--- config.mk ---
export PLATFORM = sky130hd
export DESIGN_NAME = mem_port_arbiter
export DESIGN_NICKNAME = d
export VERILOG_FILES = /design/src/rtl/mem_port_arbiter.sv
export SDC_FILE = /design/constraint.sdc
export NUM_CORES = 1
export LEC_CHECK = 0
export CORE_AREA = 2 2 196 198
export CTS_BUF_LIST = sky130_fd_sc_hd__clkbuf_2 sky130_fd_sc_hd__clkbuf_4 sky130_fd_sc_hd__clkbuf_8
export CTS_CLUSTER_SIZE = 28
export DETAILED_ROUTE_END_ITERATION = 16
export DIE_AREA = 0 0 198 200
export GPL_TIMING_DRIVEN = 0
export HOLD_SLACK_MARGIN = 0.15
export PLACE_DENSITY_LB_ADDON = 0.25
export SLEW_MARGIN = 10
export SYNTH_ARGS = -nofsm -noshare
export SYNTH_HDL_FRONTEND = slang
export SYNTH_SLANG_ARGS = --single-unit
--- constraint.sdc ---
create_clock -name clk -period 1.8 [get_ports clk]
set_clock_uncertainty 0.15 [all_clocks]
set_input_delay 0.18 -clock clk [delete_from_list [all_inputs] [get_ports clk]]
set_output_delay 0.18 -clock clk [all_outputs]
set_load 0.03 [all_outputs]
--- src/rtl/mem_port_arbiter.sv ---
// Two-requester memory port arbiter: instruction fetch vs. data access.
// Data wins by default; fetch is forced after STREAK_MAX data grants made while a fetch waited.
module mem_port_arbiter #(
  parameter int unsigned TIMEOUT    = 15,
  parameter int unsigned STREAK_MAX = 2
) (
  input  logic        clk,
  input  logic        reset,
  input  logic        if_req,
  input  logic        if_flush,
  input  logic [63:0] if_addr,
  input  logic        d_req,
  input  logic        d_we,
  input  logic [63:0] d_addr,
  input  logic [63:0] d_wdata,
  input  logic [1:0]  d_size,
  input  logic        mem_ready,
  input  logic [63:0] mem_rdata,
  output logic        mem_req,
  output logic        mem_we,
  output logic [63:0] mem_addr,
  output logic [63:0] mem_wdata,
  output logic [1:0]  mem_size,
  output logic        if_done,
  output logic        d_done,
  output logic        err,
  output logic [31:0] if_rdata,
  output logic [63:0] d_rdata,
  output logic        stall_if,
  output logic        stall_mem
);

  localparam int unsigned ToW = (TIMEOUT < 2) ? 1 : $clog2(TIMEOUT);
  localparam int unsigned StW = (STREAK_MAX < 1) ? 1 : $clog2(STREAK_MAX + 1);

  typedef enum logic [1:0] {IDLE, BUSY_IF, BUSY_D, RESP} state_t;

  state_t         state, stateNext;
  logic [ToW-1:0] toCnt;
  logic [StW-1:0] streak;
  logic [63:0]    latAddr, latWdata;
  logic           latWe;
  logic [1:0]     latSize;
  logic           respFetch, flushSeen;
  logic [31:0]    ifRdataQ;
  logic [63:0]    dRdataQ;
  logic           errQ;

  logic fetchWant, pickData, pickFetch, busy, timedOut;

  // A flushing fetch is not a contender, so it neither wins nor forces a streak break.
  assign fetchWant = if_req & ~if_flush;
  assign pickData  = d_req & ~(fetchWant & (streak == StW'(STREAK_MAX)));
  assign pickFetch = fetchWant & ~pickData;
  assign busy      = (state == BUSY_IF) || (state == BUSY_D);
  assign timedOut  = (toCnt == ToW'(TIMEOUT - 1));

  always_comb begin
    stateNext = state;
    unique case (state)
      IDLE: begin
        if (pickData)       stateNext = BUSY_D;
        else if (pickFetch) stateNext = BUSY_IF;
      end
      BUSY_IF, BUSY_D: begin
        if (mem_ready)     stateNext = RESP;
        else if (timedOut) stateNext = IDLE;
      end
      RESP:    stateNext = IDLE;
      default: stateNext = IDLE;
    endcase
  end

  always_ff @(posedge clk) begin
    if (!reset) begin
      state     <= IDLE;
      toCnt     <= '0;
      streak    <= '0;
      latAddr   <= '0;
      latWdata  <= '0;
      latWe     <= 1'b0;
      latSize   <= '0;
      respFetch <= 1'b0;
      flushSeen <= 1'b0;
      ifRdataQ  <= '0;
      dRdataQ   <= '0;
      errQ      <= 1'b0;
    end else begin
      state <= stateNext;
      errQ  <= 1'b0;
      unique case (state)
        IDLE: begin
          toCnt     <= '0;
          flushSeen <= 1'b0;
          if (pickData) begin
            latAddr   <= d_addr;
            latWdata  <= d_wdata;
            latWe     <= d_we;
            latSize   <= d_size;
            respFetch <= 1'b0;
            if (!fetchWant)                         streak <= '0;
            else if (streak != StW'(STREAK_MAX))    streak <= streak + 1'b1;
          end else if (pickFetch) begin
            latAddr   <= if_addr;
            latWdata  <= '0;
            latWe     <= 1'b0;
            latSize   <= 2'b10;
            respFetch <= 1'b1;
            streak    <= '0;
          end
        end
        BUSY_IF, BUSY_D: begin
          if (state == BUSY_IF && if_flush) flushSeen <= 1'b1;
          if (mem_ready) begin
            if (state == BUSY_D)                 dRdataQ  <= mem_rdata;
            else if (!flushSeen && !if_flush)    ifRdataQ <= mem_rdata[31:0];
          end else if (timedOut) begin
            errQ <= 1'b1;
          end else begin
            toCnt <= toCnt + 1'b1;
          end
        end
        default: ;
      endcase
    end
  end

  assign mem_req   = busy;
  assign mem_we    = busy ? latWe    : 1'b0;
  assign mem_addr  = busy ? latAddr  : '0;
  assign mem_wdata = busy ? latWdata : '0;
  assign mem_size  = busy ? latSize  : '0;

  assign if_done   = (state == RESP) & respFetch & ~flushSeen & ~if_flush;
  assign d_done    = (state == RESP) & ~respFetch;
  assign err       = errQ;
  assign if_rdata  = ifRdataQ;
  assign d_rdata   = dRdataQ;

  assign stall_if  = if_req & ~if_done & ~if_flush;
  assign stall_mem = d_req & ~d_done;

endmodule

==> results of run 1 <==
-- critical path, stage by stage, from the launching register on --
cell                        delay (ns)
sky130_fd_sc_hd__dfxtp_2          0.34
sky130_fd_sc_hd__inv_2            0.05
sky130_fd_sc_hd__ha_4             0.28
sky130_fd_sc_hd__buf_12           0.12
sky130_fd_sc_hd__clkbuf_16        0.19
sky130_fd_sc_hd__clkbuf_16        0.17
sky130_fd_sc_hd__and2_4           0.17
sky130_fd_sc_hd__buf_6            0.13
-- registers in the layout (all words and copies together) (netlist names) --
signal and flops:
state 2, latAddr 64, err 1, toCnt 4
flushSeen 1, latSize 2, respFetch 1, d_rdata 64
if_rdata 32, latWdata 64, latWe 1, streak 2
-- cell usage in the layout (no fill, tap or decap), drive strengths merged, types with 3 or more instances in the layout --
cell	n
a21oi	186
and3	16
inv	5
dlygate4sd2	95
clkinv	3
a221o	12
diode	3
nor2	77
nor2b	5
o21ai	37
dfxtp	238
ha	7
nor3	3
clkdlybuf4s50	261
buf	244
clkbuf	134
and2	132
nand2	254
dlygate4sd3	262
a22oi	84
nand2b	3
-- power by group through the flow --
| stage | Sequential, W | Clock, W | Combinational (W) |
|---|---|---|---|
| 6_report | 0.00670 | 0.00575 | 0.0140 |
| 5_1_grt | 0.00679 | 0.00612 | 0.0148 |
| 4_1_cts | 0.00662 | 0.00591 | 0.0127 |
| 3_5_place_dp | 0.00673 | 0 | 0.00922 |
| 3_3_place_gp | 0.00669 | 0 | 0.00921 |
| 2_1_floorplan | 0.00699 | 0 | 0.00515 |
-- cell families (layout without fill, tap and decap cells) --
logic type               after synthesis  count (layout)  share of synthesized area (%)
AO/OA/AOI/OAI                        326             326                           20.2
multiplexers                           3               3                          0.340
other                                  0               3                              0
buffers and inverters                105            1010                           4.66
AND/OR/NAND/NOR                      500             501                           24.2
adder cells (fa/ha/maj)                7               7                          0.915
flip-flops                           238             238                           49.8
-- area by class of cell --
cell class	count	share of cell area (%)
repair buffers	831	40.1
multi-input cells	837	25.4
flip-flops and latches	238	22.2
plain buffers	95	4.80
clock buffers	73	4.09
well taps	511	2.97
clock inverters	6	0.384
inverters	5	0.0872
diodes	3	0.0349
-- metal layers --
layer | share of wire (%) | GRT usage (%)
met1 | 40 | 26.6
met2 | 51 | 40.6
met3 | 6.3 | 5.80
met4 | 3.5 | 9.13
met5 | 0 | 0
-- what timing repair did --
item	CTS	global route
hold buffers	260	2
pin swaps	12	61
gates cloned	21	9
hold endpoints to repair	231	1
endpoints found under the setup margin	467	369
gates resized for setup	1242	264
setup buffers	35	16
-- per-stage QoR --
| step | hold WS (ns) | std cells | utilization (%) | total power, W |
|---|---|---|---|---|
| after global placement | 0.292 | 2185 | 41.3 | 0.0159 |
| final | 0.187 | 2599 | 57.5 | 0.0265 |
| after global routing | 0.183 | 2599 | 57.5 | 0.0277 |
| after floorplan | 0.164 | 1179 | - | 0.0121 |
| after detailed placement | 0.296 | 2185 | 41.3 | 0.0159 |
| after CTS | 0.202 | 2578 | 54.7 | 0.0253 |
-- how the worst max path moves through the flow --
stage | depth (start not counted) | startpoint | slack [ns] | to
after global routing | 7 | state[1]$_SDFFE_PN0P_ | -0.68 | mem_addr[43]
after global placement | 7 | state[0]$_SDFFE_PN0P_ | -0.98 | mem_addr[42]
final | 7 | state[0]$_SDFFE_PN0P_ | -0.60 | mem_addr[43]
after floorplan | 8 | state[0]$_SDFFE_PN0P_ | -0.07 | if_rdata[10]$_SDFFE_PN0P_
after detailed placement | 7 | state[0]$_SDFFE_PN0P_ | -0.97 | mem_addr[42]
after CTS | 7 | state[1]$_SDFFE_PN0P_ | -0.64 | mem_addr[43]
==> results.rst, run 1 <==
.. list-table::
   :header-rows: 1

   * - Metric
     - Value
   * - Shortest clock period the worst path allows after layout
     - 2.40 ns
   * - Share of the clock period used by the worst path after layout
     - 134%
   * - Clock tree from TritonCTS
     - yes
   * - Dominant register cell in the synthesized netlist
     - sky130_fd_sc_hd__dfxtp_1
   * - Signal arrival time at the worst endpoint
     - 2.07 ns
   * - Maximum buffer depth of the clock tree
     - 3
   * - Synthesized flop and latch total
     - 238
   * - DRC
     - 0
   * - Nets
     - 2,326
   * - RSZ-0062 raised after global routing
     - true
   * - Minimum setup slack among reg-to-reg paths
     - -0.53 ns
   * - Capture instance of the worst register-to-register path
     - if_rdata[10]$_SDFFE_PN0P_
   * - Comb power frac
     - 52.9%
   * - Design Area, Final
     - 21,500 sq um
   * - Worst slew margin relative to its limit
     - 46.8%
   * - Clock tree sinks
     - 238
   * - Area of the multi-input gates
     - 5460 sq um
   * - Power spent charging and discharging nets
     - 0.00991 W
   * - Initial DRC count
     - 474
   * - Number of fill cells
     - 3,176
   * - Hold WC Path Type
     - in -> reg
   * - Die Span Y
     - ~200 microns
   * - Count of boundary I/O pins
     - 498
   * - Violations in the final reports
     - setup timing
   * - Post-DP HPWL
     - 30.7 mm
   * - Post-Synthesis Cell Area
     - 9580 sq um
   * - Power per Cell Area
     - 1230 nW/um^2
   * - Classification of the worst setup path
     - reg -> out
   * - Final hold viol count
     - 0
   * - Largest net degree at the start of global routing
     - 12
   * - Setup TNS
     - -104.61 ns
   * - Highest attainable clock frequency
     - approximately 0.42 GHz
   * - Count of mapped cells out of synthesis
     - 1,179
   * - Number of enable flip-flop cells after synthesis
     - 0
   * - Fraction of layout cells with a size suffix above 1
     - between 30% and 40%
   * - Root buffer cell
     - sky130_fd_sc_hd__clkbuf_8
   * - Hold-critical path depth
     - 5
   * - Number of port buffers
     - around 500
   * - Synth cell count leaders
     - sky130_fd_sc_hd__nand2_1 (254), sky130_fd_sc_hd__dfxtp_1 (238), sky130_fd_sc_hd__a21oi_1 (186)
   * - Min-delay src
     - if_flush
   * - Setup Slack @ Placement
     - -0.973 ns
   * - Sequential share of the synthesized area
     - 49.8%
   * - Detailed-router iteration count before antenna repair
     - 5
   * - Max Cap Viol
     - 0
   * - Switching share of power
     - 37.5%
   * - Length in cells of the worst reg-to-reg path
     - 10
   * - Remaining antenna violation count
     - 0
   * - Routed vias/inst
     - about 4.6
   * - Peak supply drop
     - 0.000854 V
   * - Sequential standard cell area
     - approximately 4800 sq um
   * - Vias in the first global route
     - 12.4k
   * - Routed via count
     - 12.1k
   * - Antenna violations before repair
     - 3
   * - Final routed wirelength across all metal layers
     - approximately 50 mm
   * - Starting utilization of the core area
     - approximately a quarter
   * - Worst setup EP type
     - output port
   * - Final Setup Violations
     - 241
   * - Critical Path Fanout Max
     - 6
   * - Transition time of the tightest slew-check pin
     - 0.798 ns
   * - Outcome
     - finished with violations
   * - CTS clock-pin slew for the worst setup and hold paths
     - ~0.060 ns
   * - Most numerous cell in the Yosys netlist
     - sky130_fd_sc_hd__nand2_1
   * - Source of the worst register-to-register timing path
     - state[0]$_SDFFE_PN0P_
   * - TritonCTS buffer count
     - 46
   * - Internal power component
     - 0.0165 W
   * - Startpoint types
     - flop
   * - Maximum level of the CTS H-tree
     - 2
   * - Clock group share of total power
     - 21.7%
   * - Placer Congestion
     - 0.853
   * - Cell type with the largest total area after synthesis
     - sky130_fd_sc_hd__dfxtp_1
   * - Total global-route track usage
     - 23.0%
   * - Layout overhead on the synthesized area
     - 125%
   * - Count of distinct cell types in the synthesized netlist
     - 40
   * - Insertion delay of the later-clocked pin in the worst-skew pair
     - 0.61 ns
   * - Wire length of the first global-routing pass
     - 70.0 mm
   * - FFs w/ async S/R, synth
     - 0%
   * - Required time of the critical path
     - 1.47 ns
   * - Routed length per instance
     - 19.1 microns
   * - Top cells by area in the synthesized netlist
     - sky130_fd_sc_hd__dfxtp_1 (50%), sky130_fd_sc_hd__nand2_1 (10%), sky130_fd_sc_hd__a21oi_1 (9.7%)
   * - Cell row count
     - 71
   * - Overall die area
     - 39,600 sq um
   * - Synthesized area divided by synthesized cell count
     - roughly 8 sq um
   * - Final Max Tran Viols
     - 0
   * - Count of warnings emitted by yosys
     - 0
   * - Aggregate global routing overflow
     - 0
   * - Worst hold path endpoint
     - if_rdata[31]$_SDFFE_PN0P_
   * - Number of nets in the synthesized netlist
     - ~1.5k
   * - Core Region
     - 37,400 sq um
   * - Static leakage
     - around 9.1 nW
   * - Placed standard-cell area
     - 15,400 sq um
   * - Final Worst Setup Slack
     - -0.603 ns
   * - Die extent in x
     - 198 microns
   * - Part of the power in registers
     - 25.3%
   * - Post-synth top area share
     - 49.8%
Power figures use the tool's default switching activity.
==> run 2: changes to the inputs <==
--- a/config.mk
+++ b/config.mk
@@ -13,6 +13,7 @@
 export GPL_TIMING_DRIVEN = 0
 export HOLD_SLACK_MARGIN = 0.15
 export PLACE_DENSITY_LB_ADDON = 0.25
+export SETUP_SLACK_MARGIN = 0.2
 export SLEW_MARGIN = 10
 export SYNTH_ARGS = -nofsm -noshare
 export SYNTH_HDL_FRONTEND = slang
==> run 2 against run 1 <==
The run still ends with setup timing left. Cell area grew 1.9%. Register-to-register slack lost 0.06 ns. Clock-buffer cell count shrank 10. Via count grew 1.3%. Die area is the same. Global-route usage shrank 0.44 points. Clock power shrank 4.9%. Sequential power is essentially flat. Critical path depth grew 5. Total power grew 7.8%. Sequential cell count is the same. Combinational power grew 16%. Largest cell class unchanged. Largest power group unchanged. Highest routed layer is now met5.
==> results.rst, run 2 (same netlist as run 1, synthesis figures left out) <==
.. list-table::
   :header-rows: 1

   * - Metric
     - Value
   * - Share of the clock period used by the worst path after layout
     - 133% (was 134%)
   * - Final Worst Setup Slack
     - -0.587 ns (was -0.603 ns)
   * - Non-filler instance count after layout
     - 2,615 (was 2,599)
   * - Insertion delay of the later-clocked pin in the worst-skew pair
     - 0.58 ns (was 0.61 ns)
   * - Final hold viol count
     - 0 (unchanged)
   * - DRC
     - 0 (unchanged)
   * - Leading cell types in the layout, fill and taps excluded
     - sky130_fd_sc_hd__clkdlybuf4s50_1 (356), sky130_fd_sc_hd__dlygate4sd3_1 (262), sky130_fd_sc_hd__dfxtp_1 (234) (was sky130_fd_sc_hd__dlygate4sd3_1 (262), sky130_fd_sc_hd__clkdlybuf4s50_1 (261), sky130_fd_sc_hd__dfxtp_1 (234))
   * - Starting utilization of the core area
     - 25.6% (unchanged)
   * - Clock tree sinks
     - 238 (unchanged)
   * - Commonest non-fill, non-tap cell in the layout
     - sky130_fd_sc_hd__clkdlybuf4s50_1 (was sky130_fd_sc_hd__dlygate4sd3_1)
   * - Core Region
     - 37,400 sq um (unchanged)
   * - Cell chain of the critical path
     - inv_2 -> ha_4 -> buf_4 -> buf_6 -> buf_4 -> buf_6 -> nand2_4 -> or4_4 -> clkbuf_16 -> clkbuf_16 -> nand2_1 -> a21oi_1 (was inv_2 -> ha_4 -> buf_12 -> clkbuf_16 -> clkbuf_16 -> and2_4 -> buf_6)
   * - Static leakage
     - 8.73 nW (was 9.08 nW)
   * - Top delay family on crit path
     - buffers and inverters (unchanged)
   * - Power per Cell Area
     - 1300 nW/um^2 (was 1230 nW/um^2)
   * - Highest metal layer used by the detailed router
     - met5 (was met4)
   * - Initial DRC count
     - 459 (was 474)
   * - Violations in the final reports
     - setup timing (unchanged)
   * - Final routed wirelength across all metal layers
     - 49.9 mm (was 49.6 mm)
   * - Classification of the worst setup path
     - reg -> reg (was reg -> out)
   * - RSZ-0062 raised after global routing
     - true (unchanged)
   * - Layout overhead on the synthesized area
     - 129% (was 125%)
   * - Startpoint types
     - flop (unchanged)
   * - Die Span Y
     - 200 microns (unchanged)
   * - Root buffer cell
     - sky130_fd_sc_hd__clkbuf_8 (unchanged)
   * - Signal arrival time at the worst endpoint
     - 2.67 ns (was 2.07 ns)
   * - Shortest clock period the worst path allows after layout
     - 2.39 ns (was 2.40 ns)
   * - Routed length per instance
     - 19.1 microns (about the same)
   * - Remaining antenna violation count
     - 0 (unchanged)
   * - Transition time of the tightest slew-check pin
     - 0.715 ns (was 0.798 ns)
   * - Critical Path Fanout Max
     - 8 (was 6)
   * - Max Cap Viol
     - 0 (unchanged)
   * - Post-DP HPWL
     - 30.8 mm (was 30.7 mm)
   * - Worst slew margin relative to its limit
     - 52.3% (was 46.8%)
   * - Fraction of layout cells with a size suffix above 1
     - 31.1% (was 32.5%)
   * - Longest individual stage delay on the worst path
     - 0.47 ns (was 0.34 ns)
   * - Hold WC Path Type
     - in -> reg (unchanged)
   * - Setup Slack @ Placement
     - -0.967 ns (was -0.973 ns)
   * - Number of fill cells
     - 3,102 (was 3,176)
   * - Detailed-router iteration count before antenna repair
     - 5 (unchanged)
   * - Antenna violations before repair
     - 2 (was 3)
   * - Count of boundary I/O pins
     - 498 (unchanged)
   * - Placer Congestion
     - 0.798 (was 0.853)
   * - Total global-route track usage
     - 22.5% (was 23.0%)
   * - Vias in the first global route
     - 12.4k (about the same)
   * - Met2 routed WL
     - 25.3 mm (was 25.1 mm)
   * - Required time of the critical path
     - 2.08 ns (was 1.47 ns)
   * - Maximum buffer depth of the clock tree
     - 3 (unchanged)
   * - Final Max Tran Viols
     - 0 (unchanged)
   * - Worst path slowest cell
     - sky130_fd_sc_hd__or4_4 (was sky130_fd_sc_hd__dfxtp_2)
   * - Count of buffering cells on the critical path with inverters included
     - 7 (was 5)
   * - DR WL met3
     - 3.27 mm (was 3.13 mm)
   * - Worst setup EP type
     - flop (was output port)
   * - Aggregate global routing overflow
     - 0 (unchanged)
   * - Outcome
     - finished with violations (unchanged)
   * - Area of the multi-input gates
     - 5320 sq um (was 5460 sq um)
   * - Nets
     - 2,347 (was 2,326)
   * - Wire length of the first global-routing pass
     - 68.8 mm (was 70.0 mm)
   * - Sequential standard cell area
     - 4770 sq um (unchanged)
   * - Highest attainable clock frequency
     - 0.419 GHz (was 0.416 GHz)
   * - Overall die area
     - 39,600 sq um (unchanged)
   * - Routed via count
     - 12.2k (was 12.1k)
   * - Instance count after placement with tap cells included
     - 2,185 (unchanged)
   * - Number of port buffers
     - 495 (unchanged)
   * - Clock tree from TritonCTS
     - yes (unchanged)
   * - Largest net degree at the start of global routing
     - 11 (was 12)
   * - TritonCTS buffer count
     - 44 (was 46)
   * - CTS clock-pin slew for the worst setup and hold paths
     - 0.06 ns (about the same)
   * - Maximum level of the CTS H-tree
     - 2 (unchanged)
   * - Cell row count
     - 71 (unchanged)
   * - Final Setup Violations
     - 359 (was 241)
   * - M1 WL
     - 19.3 mm (was 19.6 mm)
   * - Peak supply drop
     - 0.000740 V (was 0.000854 V)
   * - Routed vias/inst
     - 4.68 (was 4.65)
   * - Die extent in x
     - 198 microns (unchanged)
## run 2: cell types whose count changed in the layout (fill, tap and decap cells not counted), moves of 11 or more
cell / previous run / this run
sky130_fd_sc_hd__nand2_4: 26 / 3
sky130_fd_sc_hd__buf_8: 22 / 34
sky130_fd_sc_hd__buf_6: 150 / 164
sky130_fd_sc_hd__a22oi_2: 20 / 49
sky130_fd_sc_hd__a22oi_1: 64 / 35
sky130_fd_sc_hd__nand2_1: 144 / 231
sky130_fd_sc_hd__a21oi_2: 45 / 34
sky130_fd_sc_hd__and2_1: 31 / 0
sky130_fd_sc_hd__buf_2: 18 / 2
sky130_fd_sc_hd__dlygate4sd2_1: 95 / 0
sky130_fd_sc_hd__and2_4: 100 / 132
sky130_fd_sc_hd__nand2_2: 84 / 20
sky130_fd_sc_hd__clkdlybuf4s50_1: 261 / 356
## run 2: metrics by stage
step	instance area (sq um)	power, W	TNS, ns	util (%)	hold WS (ns)
floorplan	10100	0.0126	-1.63	-	0.164
global placement	15700	0.0163	-217.72	41.9	0.292
detailed placement	15700	0.0164	-221.96	41.9	0.295
CTS	20300	0.0255	-152.60	54.1	0.171
global route	21900	0.0297	-137.04	58.6	0.174
finish	21900	0.0285	-110.96	58.6	0.158
## run 2: timing repair
item / 4_1_cts / 5_1_grt
cloned: 14 / 22
resized for setup: 1030 / 335
setup buffers: 26 / 30
setup endpoints to repair: 469 / 470
hold buffers: 261 / 2
pin swaps: 10 / 59
endpoints found under the hold margin: 230 / 4
## run 2: tightest hold or removal path: stages
cell and delay, ns:
sky130_fd_sc_hd__clkbuf_2 0.23, sky130_fd_sc_hd__o21a_2 0.25, sky130_fd_sc_hd__o21ai_1 0.08, sky130_fd_sc_hd__a21oi_1 0.10
## run 2: power by group
| part | leakage, nW | internal (W) | switching [W] |
|---|---|---|---|
| Combinational | 6.31 | 0.00880 | 0.00752 |
| Clock | 0.478 | 0.00305 | 0.00242 |
| Sequential | 1.94 | 0.00617 | 0.000544 |
## run 2: cell type report
cell class	instances	area share, %
antenna	1	0.0114
buffer	100	5.66
clock buffer	63	3.73
clock inverter	11	0.388
inverter	5	0.0856
multi-input combinational	837	24.3
sequential	238	21.8
tap	511	2.92
timing repair buffer	849	41.2
## run 2: final timing paths
path,startpoint,endpoint,slack (ns),cells after the start
hold / removal,d_req,latAddr[0]$_SDFFE_PN0P_,0.16,4
setup reg to reg,state[1]$_SDFFE_PN0P_,if_rdata[24]$_SDFFE_PN0P_,-0.59,12
hold reg to reg,d_rdata[57]$_SDFFE_PN0P_,d_rdata[57]$_SDFFE_PN0P_,0.30,2
setup / recovery,state[1]$_SDFFE_PN0P_,if_rdata[24]$_SDFFE_PN0P_,-0.59,12
## run 2: routing by layer
layer	GRT usage, %	up-vias
met5	0	-
li1	-	5794
met1	25.4	5842
met4	10.2	2
met3	5.44	131
met2	40.3	474
